--- config.mk ---
export PLATFORM = sky130hd
export DESIGN_NAME = extend_unit_pipe_flat
export DESIGN_NICKNAME = d
export VERILOG_FILES = /design/src/rtl/extend_unit_pipe_if.sv /design/src/rtl/extend_unit_pipe.sv /design/src/flat_wrapper.sv
export SDC_FILE = /design/constraint.sdc
export NUM_CORES = 1
export LEC_CHECK = 0
export ABC_AREA = 1
export CORE_MARGIN = 3
export CORE_UTILIZATION = 44
export DETAILED_ROUTE_END_ITERATION = 6
export PLACE_DENSITY_LB_ADDON = 0.1
export REMOVE_ABC_BUFFERS = 1
export SLEW_MARGIN = 0
export SYNTH_ARGS = -nofsm -noshare
export SYNTH_HDL_FRONTEND = slang
export SYNTH_SLANG_ARGS = --single-unit
--- constraint.sdc ---
create_clock -name clk -period 1.6 [get_ports clk]
set_clock_uncertainty 0.2 [all_clocks]
set_input_delay 0.32 -clock clk [delete_from_list [all_inputs] [get_ports clk]]
set_output_delay 0.32 -clock clk [all_outputs]
set_load 0.1 [all_outputs]
--- src/rtl/extend_unit_pipe_if.sv ---
// Operand/result handshake bundle for the extend unit.
// master = upstream/downstream environment, slave = the extend unit itself.
interface extend_unit_pipe_if #(
    parameter int unsigned IN_W  = 32,
    parameter int unsigned OUT_W = 64,
    parameter int unsigned CNT_W = 16
);
    logic              in_valid;
    logic              in_ready;
    logic [IN_W-1:0]   in_data;
    logic [1:0]        in_size;
    logic              in_signed;
    logic              out_valid;
    logic              out_ready;
    logic [OUT_W-1:0]  out_data;
    logic              out_err;
    logic [CNT_W-1:0]  xfer_count;

    modport master (
        output in_valid, in_data, in_size, in_signed, out_ready,
        input  in_ready, out_valid, out_data, out_err, xfer_count
    );

    modport slave (
        input  in_valid, in_data, in_size, in_signed, out_ready,
        output in_ready, out_valid, out_data, out_err, xfer_count
    );
endinterface

--- src/rtl/extend_unit_pipe.sv ---
// Flow-controlled sign/zero extender: IN_W-bit operand with per-item size and signedness,
// OUT_W-bit registered result, 2-entry skid buffer for full-throughput backpressure.
module extend_unit_pipe #(
    parameter int unsigned IN_W  = 32,
    parameter int unsigned OUT_W = 64,
    parameter int unsigned CNT_W = 16
) (
    input logic               clk,
    input logic               rst_n,
    extend_unit_pipe_if.slave bus
);

    // EMPTY: nothing held; ONE: main holds the presented result; FULL: main and skid both held.
    typedef enum logic [1:0] {StEmpty, StOne, StFull} state_e;

    state_e             state_q, state_d;
    logic               in_ready_int, out_valid_int;
    logic               accept, out_hs;
    logic               load_main_new, load_main_skid, load_skid;
    int                 eff_w;
    logic               sign_bit;
    logic [OUT_W-1:0]   ext_data;
    logic               ext_err;
    logic [OUT_W-1:0]   main_data_q, skid_data_q;
    logic               main_err_q, skid_err_q;
    logic [CNT_W-1:0]   count_q;

    // Extend the incoming operand combinationally so it can be registered on acceptance.
    always_comb begin
        ext_err = 1'b0;
        unique case (bus.in_size)
            2'b00:   eff_w = 8;
            2'b01:   eff_w = 16;
            2'b10:   eff_w = 32;
            default: eff_w = int'(IN_W);
        endcase
        // Requests wider than the operand clamp to IN_W and flag the item.
        if (eff_w > int'(IN_W)) begin
            eff_w   = int'(IN_W);
            ext_err = 1'b1;
        end
        sign_bit = 1'b0;
        for (int i = 0; i < int'(IN_W); i++) begin
            if (i == eff_w - 1) sign_bit = bus.in_data[i];
        end
        ext_data = {OUT_W{bus.in_signed & sign_bit}};
        for (int i = 0; i < int'(IN_W); i++) begin
            if (i < eff_w) ext_data[i] = bus.in_data[i];
        end
    end

    // State register.
    always_ff @(posedge clk or negedge rst_n) begin
        if (!rst_n) state_q <= StEmpty;
        else        state_q <= state_d;
    end

    // Next-state: occupancy follows accepts and output handshakes.
    always_comb begin
        state_d = state_q;
        unique case (state_q)
            StEmpty: if (accept) state_d = StOne;
            StOne: begin
                if (accept && !out_hs)      state_d = StFull;
                else if (!accept && out_hs) state_d = StEmpty;
            end
            StFull:  if (out_hs) state_d = StOne;
            default: state_d = StEmpty;
        endcase
    end

    // Outputs and datapath load controls; in_ready depends on the state flop only.
    always_comb begin
        in_ready_int   = (state_q != StFull);
        out_valid_int  = (state_q != StEmpty);
        accept         = bus.in_valid && in_ready_int;
        out_hs         = out_valid_int && bus.out_ready;
        load_main_new  = 1'b0;
        load_main_skid = 1'b0;
        load_skid      = 1'b0;
        unique case (state_q)
            StEmpty: load_main_new = accept;
            StOne: begin
                load_main_new = accept && out_hs;
                load_skid     = accept && !out_hs;
            end
            StFull:  load_main_skid = out_hs;
            default: ;
        endcase
    end

    // Main/skid data registers and the completed-transfer counter.
    always_ff @(posedge clk or negedge rst_n) begin
        if (!rst_n) begin
            main_data_q <= '0;
            main_err_q  <= 1'b0;
            skid_data_q <= '0;
            skid_err_q  <= 1'b0;
            count_q     <= '0;
        end else begin
            if (load_main_new) begin
                main_data_q <= ext_data;
                main_err_q  <= ext_err;
            end else if (load_main_skid) begin
                main_data_q <= skid_data_q;
                main_err_q  <= skid_err_q;
            end
            if (load_skid) begin
                skid_data_q <= ext_data;
                skid_err_q  <= ext_err;
            end
            if (out_hs) count_q <= count_q + CNT_W'(1);
        end
    end

    assign bus.in_ready   = in_ready_int;
    assign bus.out_valid  = out_valid_int;
    assign bus.out_data   = main_data_q;
    assign bus.out_err    = main_err_q;
    assign bus.xfer_count = count_q;

endmodule

--- src/flat_wrapper.sv ---
// flat-port wrapper written by rule: the top's interface ports become plain ports
module extend_unit_pipe_flat 
#(
    parameter int unsigned IN_W  = 32,
    parameter int unsigned OUT_W = 64,
    parameter int unsigned CNT_W = 16
)
  (clk, rst_n, bus_in_valid, bus_in_data, bus_in_size, bus_in_signed, bus_out_ready, bus_in_ready, bus_out_valid, bus_out_data, bus_out_err, bus_xfer_count);
  extend_unit_pipe_if #(.IN_W(IN_W), .OUT_W(OUT_W), .CNT_W(CNT_W)) bus_i ();
  input logic clk;
  input logic rst_n;
  input wire logic [$bits(bus_i.in_valid)-1:0] bus_in_valid;
  input wire logic [$bits(bus_i.in_data)-1:0] bus_in_data;
  input wire logic [$bits(bus_i.in_size)-1:0] bus_in_size;
  input wire logic [$bits(bus_i.in_signed)-1:0] bus_in_signed;
  input wire logic [$bits(bus_i.out_ready)-1:0] bus_out_ready;
  output wire logic [$bits(bus_i.in_ready)-1:0] bus_in_ready;
  output wire logic [$bits(bus_i.out_valid)-1:0] bus_out_valid;
  output wire logic [$bits(bus_i.out_data)-1:0] bus_out_data;
  output wire logic [$bits(bus_i.out_err)-1:0] bus_out_err;
  output wire logic [$bits(bus_i.xfer_count)-1:0] bus_xfer_count;
  assign bus_i.in_valid = bus_in_valid;
  assign bus_i.in_data = bus_in_data;
  assign bus_i.in_size = bus_in_size;
  assign bus_i.in_signed = bus_in_signed;
  assign bus_i.out_ready = bus_out_ready;
  assign bus_in_ready = bus_i.in_ready;
  assign bus_out_valid = bus_i.out_valid;
  assign bus_out_data = bus_i.out_data;
  assign bus_out_err = bus_i.out_err;
  assign bus_xfer_count = bus_i.xfer_count;
  extend_unit_pipe #(.IN_W(IN_W), .OUT_W(OUT_W), .CNT_W(CNT_W)) u_core (.clk(clk), .rst_n(rst_n), .bus(bus_i));
endmodule
==> summary.md, run 1 <==
| Metric | Value |
|---|---|
| Max incr delay on CP | `440 ps` |
| Clock buffer depth | `2` |
| Area Growth Syn to Fin | `89.5%` |
| Length of the first detailed-routing pass in iterations | `5` |
| First-pass GRT wire length | `21,700 µm` |
| Critical-path maximum fanout | `8` |
| Max-cap violation count | `0` |
| Crit-path slowest cell | `dfrtp_1` |
| RSZ-0062 raised after global routing | `true` |
| Ant diodes | `0` |
| Critical path startpoint category | `register` |
| Simple-Gate Fraction of Synth Area | `28.0%` |
| Place WS | `-950 ps` |
| Finished Layout Cells | `850` |
| DIE AREA | `11,300 µm²` |
| Gpl congestion | `0.870` |
| Pwr/cell area | `1760 nW/µm²` |
| Fin worst setup slack | `-294 ps` |
| Final Slew Violations | `0` |
| Total power | `14.8 mW` |
| Detailed Route Iter0 Violations | `257` |
| Synth Area in XOR/XNOR | `1.98%` |
| Finished Core Util | `88.2%` |
| Post-route cell area | `8380 µm²` |
| Synth warn | `0` |
| Synth top area cells | `dfrtp_1 49%, nand2_1 16%, buf_4 5.3%` |
| Initial antenna violation count | `0` |
| Critical Path RT | `1640 ps` |
| Failing checks | `negative setup slack` |
| DRT antenna net count | `0` |
| Sink Count | `86` |
| Clk slew on worst S/H paths | `90 ps` |
| Clk Latency, worst-skew pair | `350 ps` |
| Synthesized area | `4420 µm²` |
| Mapped Cells | `544` |
| Core Area | `9500 µm²` |
| Post-DR wirelength/cell | `19.9 µm` |
| Share of cells above drive strength 1 | `49.4%` |
| Status | `finished, violations left` |
| Register bit total from synthesis | `86` |
| Final #Nets | `759` |
| Vias | `4,738` |
| Final period util | `118%` |
| CP delay by family, top | `buffers and inverters` |
| TritonCTS Buffers | `9` |
| Placed instance area | `6810 µm²` |
| Std cell rows | `35` |
| Min-delay worst type | `input pin to register` |
| WP data arrival | `1940 ps` |
| Largest net degree at the start of global routing | `36` |
| CTS root buf | `clkbuf_8` |
| CP bufs+invs | `6` |
| Post-synthesis adder-cell area fraction | `1.13%` |
| CP most frequent cell | `nand2_4` |
| Post-synthesis mux area share | `0%` |
| Cell total after placement | `797` |
| Post-Route WL | `16,900 µm` |
| Final setup vio count | `113` |
| Leak | `4.00 nW` |
| Mean Syn Cell Area | `8.13 µm²` |
| Port buffer count | `121` |
| I/O pin total | `122` |
| CTS HTree Levels | `3` |
| Max Clk Rate | `528 MHz` |
| Crit. End Element | `register` |
| Die height | `106 µm` |
| Main combinational cell family by area after synthesis | `simple AND/OR/NAND/NOR gates` |
| CTS tree | `built` |
| Sequential fraction of the synthesis area | `48.7%` |
| Die W | `106 µm` |
| Peak VDD IR | `1.54 mV` |
| Final Hold Fails | `0` |
| Count of cell types in the netlist | `33` |
| Number of global-route vias before repair | `4,539` |
| Worst-Margin Slew | `396 ps` |
| Compound-Gate Fraction of Synth Area | `8.46%` |
| Minimum clock period | `1890 ps` |
| GRT Total Usage | `23.8%` |
| Post-detail-place hpwl | `8760 µm` |
| GRT Residual Overflow | `0` |
| Initial core utilization | `46.5%` |
| Vias/cell | `5.57` |
| Drt drc | `0` |
| Area share of the largest cell type after synthesis | `48.7%` |
| Crit Path Class | `register to register` |
| CP cell instances | `inv_2 > buf_6 > nand2_4 > a21oi_4 > inv_4 > nand2_4 > clkinv_8 > buf_8 > nand2_2 > o21ai_1 > inv_1 > nand2_1` |
| Max-Slew Margin vs Limit | `73.6%` |
| Largest area contributor in the netlist | `dfrtp_1` |
area by class of cell:
type                    count  area [µm²]
repair buffers            214        3170
inverters                  48         200
clock buffers              10         138
multi-input cells         357        2510
fillers                   402        1120
flip-flops and latches     86        2160
well taps                 129         161
clock inverters             6        45.0
cell usage in the layout, fill, tap and decap left out, types with 8 or more instances in the layout:
| master | synthesis | routed |
|---|---|---|
| clkdlybuf4s50_1 | 0 | 30 |
| buf_4 | 31 | 43 |
| xor2_1 | 8 | 8 |
| buf_6 | 1 | 25 |
| nor2_1 | 31 | 19 |
| dfrtp_2 | 0 | 8 |
| inv_1 | 41 | 37 |
| nor2_4 | 4 | 11 |
| nand3_2 | 3 | 21 |
| clkbuf_8 | 0 | 10 |
| nand2_2 | 4 | 26 |
| nand3b_1 | 16 | 16 |
| o21ai_2 | 0 | 21 |
| nand2_4 | 1 | 36 |
| nand2_1 | 184 | 127 |
| buf_12 | 0 | 97 |
| dfrtp_1 | 86 | 78 |
| a31oi_1 | 17 | 14 |
| o21ai_1 | 4 | 9 |
registers in the layout, summed over array words and instances, names as in the netlist:
signal	flops
u_core.bus.out_data	33
u_core.bus.out_err	1
u_core.bus.xfer_count	16
u_core.skid_data_q	33
u_core.skid_err_q	1
u_core.state_q	2
per-stage QoR:
| step | hold slack (ps) | TNS [ps] |
|---|---|---|
| global route | 163 | -22490 |
| floorplan | -176 | -679670 |
| finish | 172 | -18100 |
| global placement | 71.4 | -45670 |
| CTS | 160 | -7430 |
| detailed placement | 71.4 | -51440 |
repair_timing:
action	in CTS	in global routing
hold endpoints to repair	23	0
pin swaps	10	50
resized for setup	86	209
buffers inserted	17	15
hold buffers	1	0
cloned	3	8
endpoints found under the setup margin	104	120
path summary, 6_finish.rpt:
path                                         from  cells after the start  slack, ps                 endpoint
min                                  bus_in_valid                      2        170        u_core.state_q[0]
min reg2reg                u_core.skid_data_q[23]                      2        290   u_core.skid_data_q[23]
min in group asynchronous                   rst_n                      2        220  u_core.bus.out_data[28]
max reg2reg                     u_core.state_q[1]                     12       -290  u_core.bus.out_data[19]
max in group asynchronous                   rst_n                      3        490        u_core.state_q[0]
max                             u_core.state_q[1]                     12       -290  u_core.bus.out_data[19]
synthesized netlist by cell type (all sizes together):
library cell  count
nand2           189
nor3              3
ha                4
a21oi             3
xnor2             2
clkbuf            8
inv              45
o21ai            33
nand3b           16
a21boi            1
clkinv            3
o31ai             1
dfrtp            86
nand3            32
a31oi            17
xor2              8
buf              45
nand4             5
nor2             36
o221ai            1
o311ai            6
logic make-up after synthesis:
logic type	after synthesis
xor gates and xnor gates	10
AOI/OAI and AO/OA	62
adders and majority gates	4
and+or+nand+nor	281
buffers and inverters	101
DFF	86
metal layers:
metal	global-route usage, %	wire length (µm)
met1	28.7	6210
met2	42.6	8710
met3	5.83	1380
met4	6.20	573
met5	0	0
power breakdown:
| group | internal (mW) | switching (mW) |
|---|---|---|
| logic | 3.59 | 6.19 |
| clock network | 0.616 | 0.846 |
| registers | 2.80 | 0.735 |
Power figures use the tool's default switching activity.
==> run 2, diff against run 1 <==
--- a/config.mk
+++ b/config.mk
@@ -8,10 +8,11 @@
 export ABC_AREA = 1
 export CORE_MARGIN = 3
 export CORE_UTILIZATION = 44
+export CTS_CLUSTER_DIAMETER = 150
 export DETAILED_ROUTE_END_ITERATION = 6
 export PLACE_DENSITY_LB_ADDON = 0.1
 export REMOVE_ABC_BUFFERS = 1
-export SLEW_MARGIN = 0
+export SKIP_LAST_GASP = 1
 export SYNTH_ARGS = -nofsm -noshare
 export SYNTH_HDL_FRONTEND = slang
 export SYNTH_SLANG_ARGS = --single-unit
==> run 2 against run 1 <==
Compared with the run above: the run still ends with negative setup slack left; register-to-register slack better by 20 ps; hold slack better by 34 ps; non-clock buffer count up 11; critical path depth unchanged; clock-buffer cell count unchanged; final cell count up 1.3%; routed wire length up 10%; setup slack better by 20 ps; fmax up 1.1%; largest power group unchanged; via count up 3.9%; sequential cell count unchanged; power up 1.5%.
==> summary.md, run 2 (synthesis results as in run 1) <==
| Metric | Value |
|---|---|
| RSZ-0062 raised after global routing | `true` |
| DRT antenna net count | `0 (unchanged)` |
| Finished Core Util | `90.7% (+2.5 points)` |
| CP bufs+invs | `6 (unchanged)` |
| CTS root buf | `clkbuf_8` |
| Core Area | `9500 µm² (unchanged)` |
| Ant diodes | `0 (unchanged)` |
| FILL cells | `351 (-13%)` |
| GRT Total Usage | `23.7% (-0.16 points)` |
| Fin worst setup slack | `-274 ps (+20.5 ps)` |
| Clk slew on worst S/H paths | `100 ps (about the same)` |
| Max incr delay on CP | `400 ps (-40 ps)` |
| CP delay by family, top | `buffers and inverters` |
| Final period util | `117% (-1.3 points)` |
| Total power | `15.0 mW (+1.5%)` |
| Length of the first detailed-routing pass in iterations | `7 (+2)` |
| Clock buffer depth | `2 (unchanged)` |
| Die W | `106 µm (unchanged)` |
| Most frequent cells in the layout | `113 x nand2_1, 98 x buf_12, 77 x dfrtp_1` |
| Area Growth Syn to Fin | `94.8%` |
| Critical Path RT | `1650 ps (about the same)` |
| Failing checks | `negative setup slack` |
| Clk Latency, worst-skew pair | `360 ps (about the same)` |
| Max-cap violation count | `0 (unchanged)` |
| Critical-path maximum fanout | `8 (unchanged)` |
| Final Slew Violations | `0 (unchanged)` |
| Crit-path slowest cell | `dfrtp_1` |
| Sink Count | `86 (unchanged)` |
| TritonCTS Buffers | `9 (unchanged)` |
| CP cell instances | `inv_2 > buf_6 > nand2_4 > a21oi_4 > inv_4 > nand2_4 > clkinv_8 > buf_8 > nand2_1 > o21ai_1 > inv_1 > nand2_1` |
| Pwr/cell area | `1740 nW/µm² (-1.3%)` |
| Die height | `106 µm (unchanged)` |
| Initial core utilization | `46.5% (unchanged)` |
| DIE AREA | `11,300 µm² (unchanged)` |
| Max-Slew Margin vs Limit | `73.3% (-0.31 points)` |
| Detailed Route Iter0 Violations | `259 (+0.78%)` |
| CTS HTree Levels | `3 (unchanged)` |
| Final setup vio count | `120 (+6.2%)` |
| Status | `finished, violations left` |
| Gpl congestion | `0.870 (unchanged)` |
| Place WS | `-950 ps (unchanged)` |
| Commonest non-fill, non-tap cell in the layout | `nand2_1` |
| Number of global-route vias before repair | `4,466 (-1.6%)` |
| Max Clk Rate | `534 MHz (+1.1%)` |
| Post-DR wirelength/cell | `21.6 µm (+8.6%)` |
| Peak VDD IR | `1.52 mV (-1.3%)` |
| Initial antenna violation count | `0 (unchanged)` |
| WP data arrival | `1920 ps (-20 ps)` |
| I/O pin total | `122 (unchanged)` |
| Crit Path Class | `register to register` |
| Crit. End Element | `register` |
| Final #Nets | `770 (+1.4%)` |
| Final Hold Fails | `0 (unchanged)` |
| CTS tree | `built` |
| GRT Residual Overflow | `0 (unchanged)` |
| Setup TNS | `-18,770 ps (-677 ps)` |
| Largest net degree at the start of global routing | `36 (unchanged)` |
| Reg2reg setup slack | `-270 ps (+20 ps)` |
| Vias | `4,922 (+3.9%)` |
| First-pass GRT wire length | `21,500 µm (-0.89%)` |
| Critical path startpoint category | `register` |
| Leak | `4.11 nW (+2.6%)` |
| Std cell rows | `35 (unchanged)` |
| Min-delay worst type | `input pin to async pin` |
| Drt drc | `0 (unchanged)` |
| Post-detail-place hpwl | `8760 µm (unchanged)` |
| Port buffer count | `121 (unchanged)` |
| Vias/cell | `5.72 (+2.6%)` |
| Minimum clock period | `1870 ps (-20.5 ps)` |
| Worst-Margin Slew | `401 ps (+4.59 ps)` |
| Post-Route WL | `18,600 µm (+10%)` |
| Share of cells above drive strength 1 | `52.2% (+2.8 points)` |
==> run 2: changes by cell type in the layout (fill, tap and decap cells not counted), moves of 3 or more <==
cell / previous run / this run
a31oi_1: 14 / 11
a31oi_4: 2 / 5
buf_4: 43 / 48
buf_8: 5 / 9
nand2_1: 127 / 113
nand2_2: 26 / 42
nor2_2: 6 / 9
o21ai_2: 21 / 17
==> run 2: where the power goes <==
group	internal (mW)	switching (mW)	leakage [nW]
Clock	0.616	0.875	0.0853
Combinational	3.66	6.31	2.97
Sequential	2.80	0.733	1.06
==> run 2: path summary, 6_finish.rpt <==
kind / cells after the start / startpoint / end
max reg2reg: 12 / u_core.state_q[1] / u_core.bus.out_data[21]
max in group asynchronous: 3 / rst_n / u_core.bus.xfer_count[2]
min reg2reg: 2 / u_core.skid_data_q[17] / u_core.skid_data_q[17]
max: 12 / u_core.state_q[1] / u_core.bus.out_data[21]
min: 2 / rst_n / u_core.skid_err_q
min in group clk: 4 / bus_in_data[7] / u_core.skid_data_q[7]
==> run 2: metal layers <==
metal,global-route usage [%],part of all wire (%),vias to the layer above
li1,-,-,2083
met1,28.6,35,2433
met2,42.6,52,326
met3,5.65,8.1,80
met4,5.64,4.7,0
met5,0,0,-
==> run 2: cell type report <==
cell class | count | area, µm² | area share [%]
clock buffers | 10 | 138 | 1.60
clock inverters | 6 | 45.0 | 0.523
inverters | 48 | 200 | 2.32
multi-input cells | 357 | 2570 | 29.9
flip-flops and latches | 86 | 2160 | 25.1
well taps | 129 | 161 | 1.87
repair buffers | 225 | 3330 | 38.7
==> run 2: what timing repair did <==
action / CTS / global route
hold endpoints to repair: 23 / 0
hold buffers: 1 / 0
setup buffers: 17 / 21
cloned: 3 / 10
pin swaps: 6 / 56
resized for setup: 74 / 239
setup endpoints to repair: 104 / 121
==> run 2: through the flow <==
stage	hold slack, ps	instances	cell area (µm²)
5_1_grt	203	861	8610
6_report	206	861	8610
3_3_place_gp	71.4	797	6810
3_5_place_dp	71.4	797	6810
2_1_floorplan	-176	491	4080
4_1_cts	160	833	7440
==> run 2: worst register-to-register path, stage by stage, from the launching register on <==
cell,delay [ps]
dfrtp_1,400
inv_2,80
buf_6,100
nand2_4,60
a21oi_4,210
inv_4,70
nand2_4,100
clkinv_8,110
buf_8,150
nand2_1,50
o21ai_1,80
inv_1,70
nand2_1,80
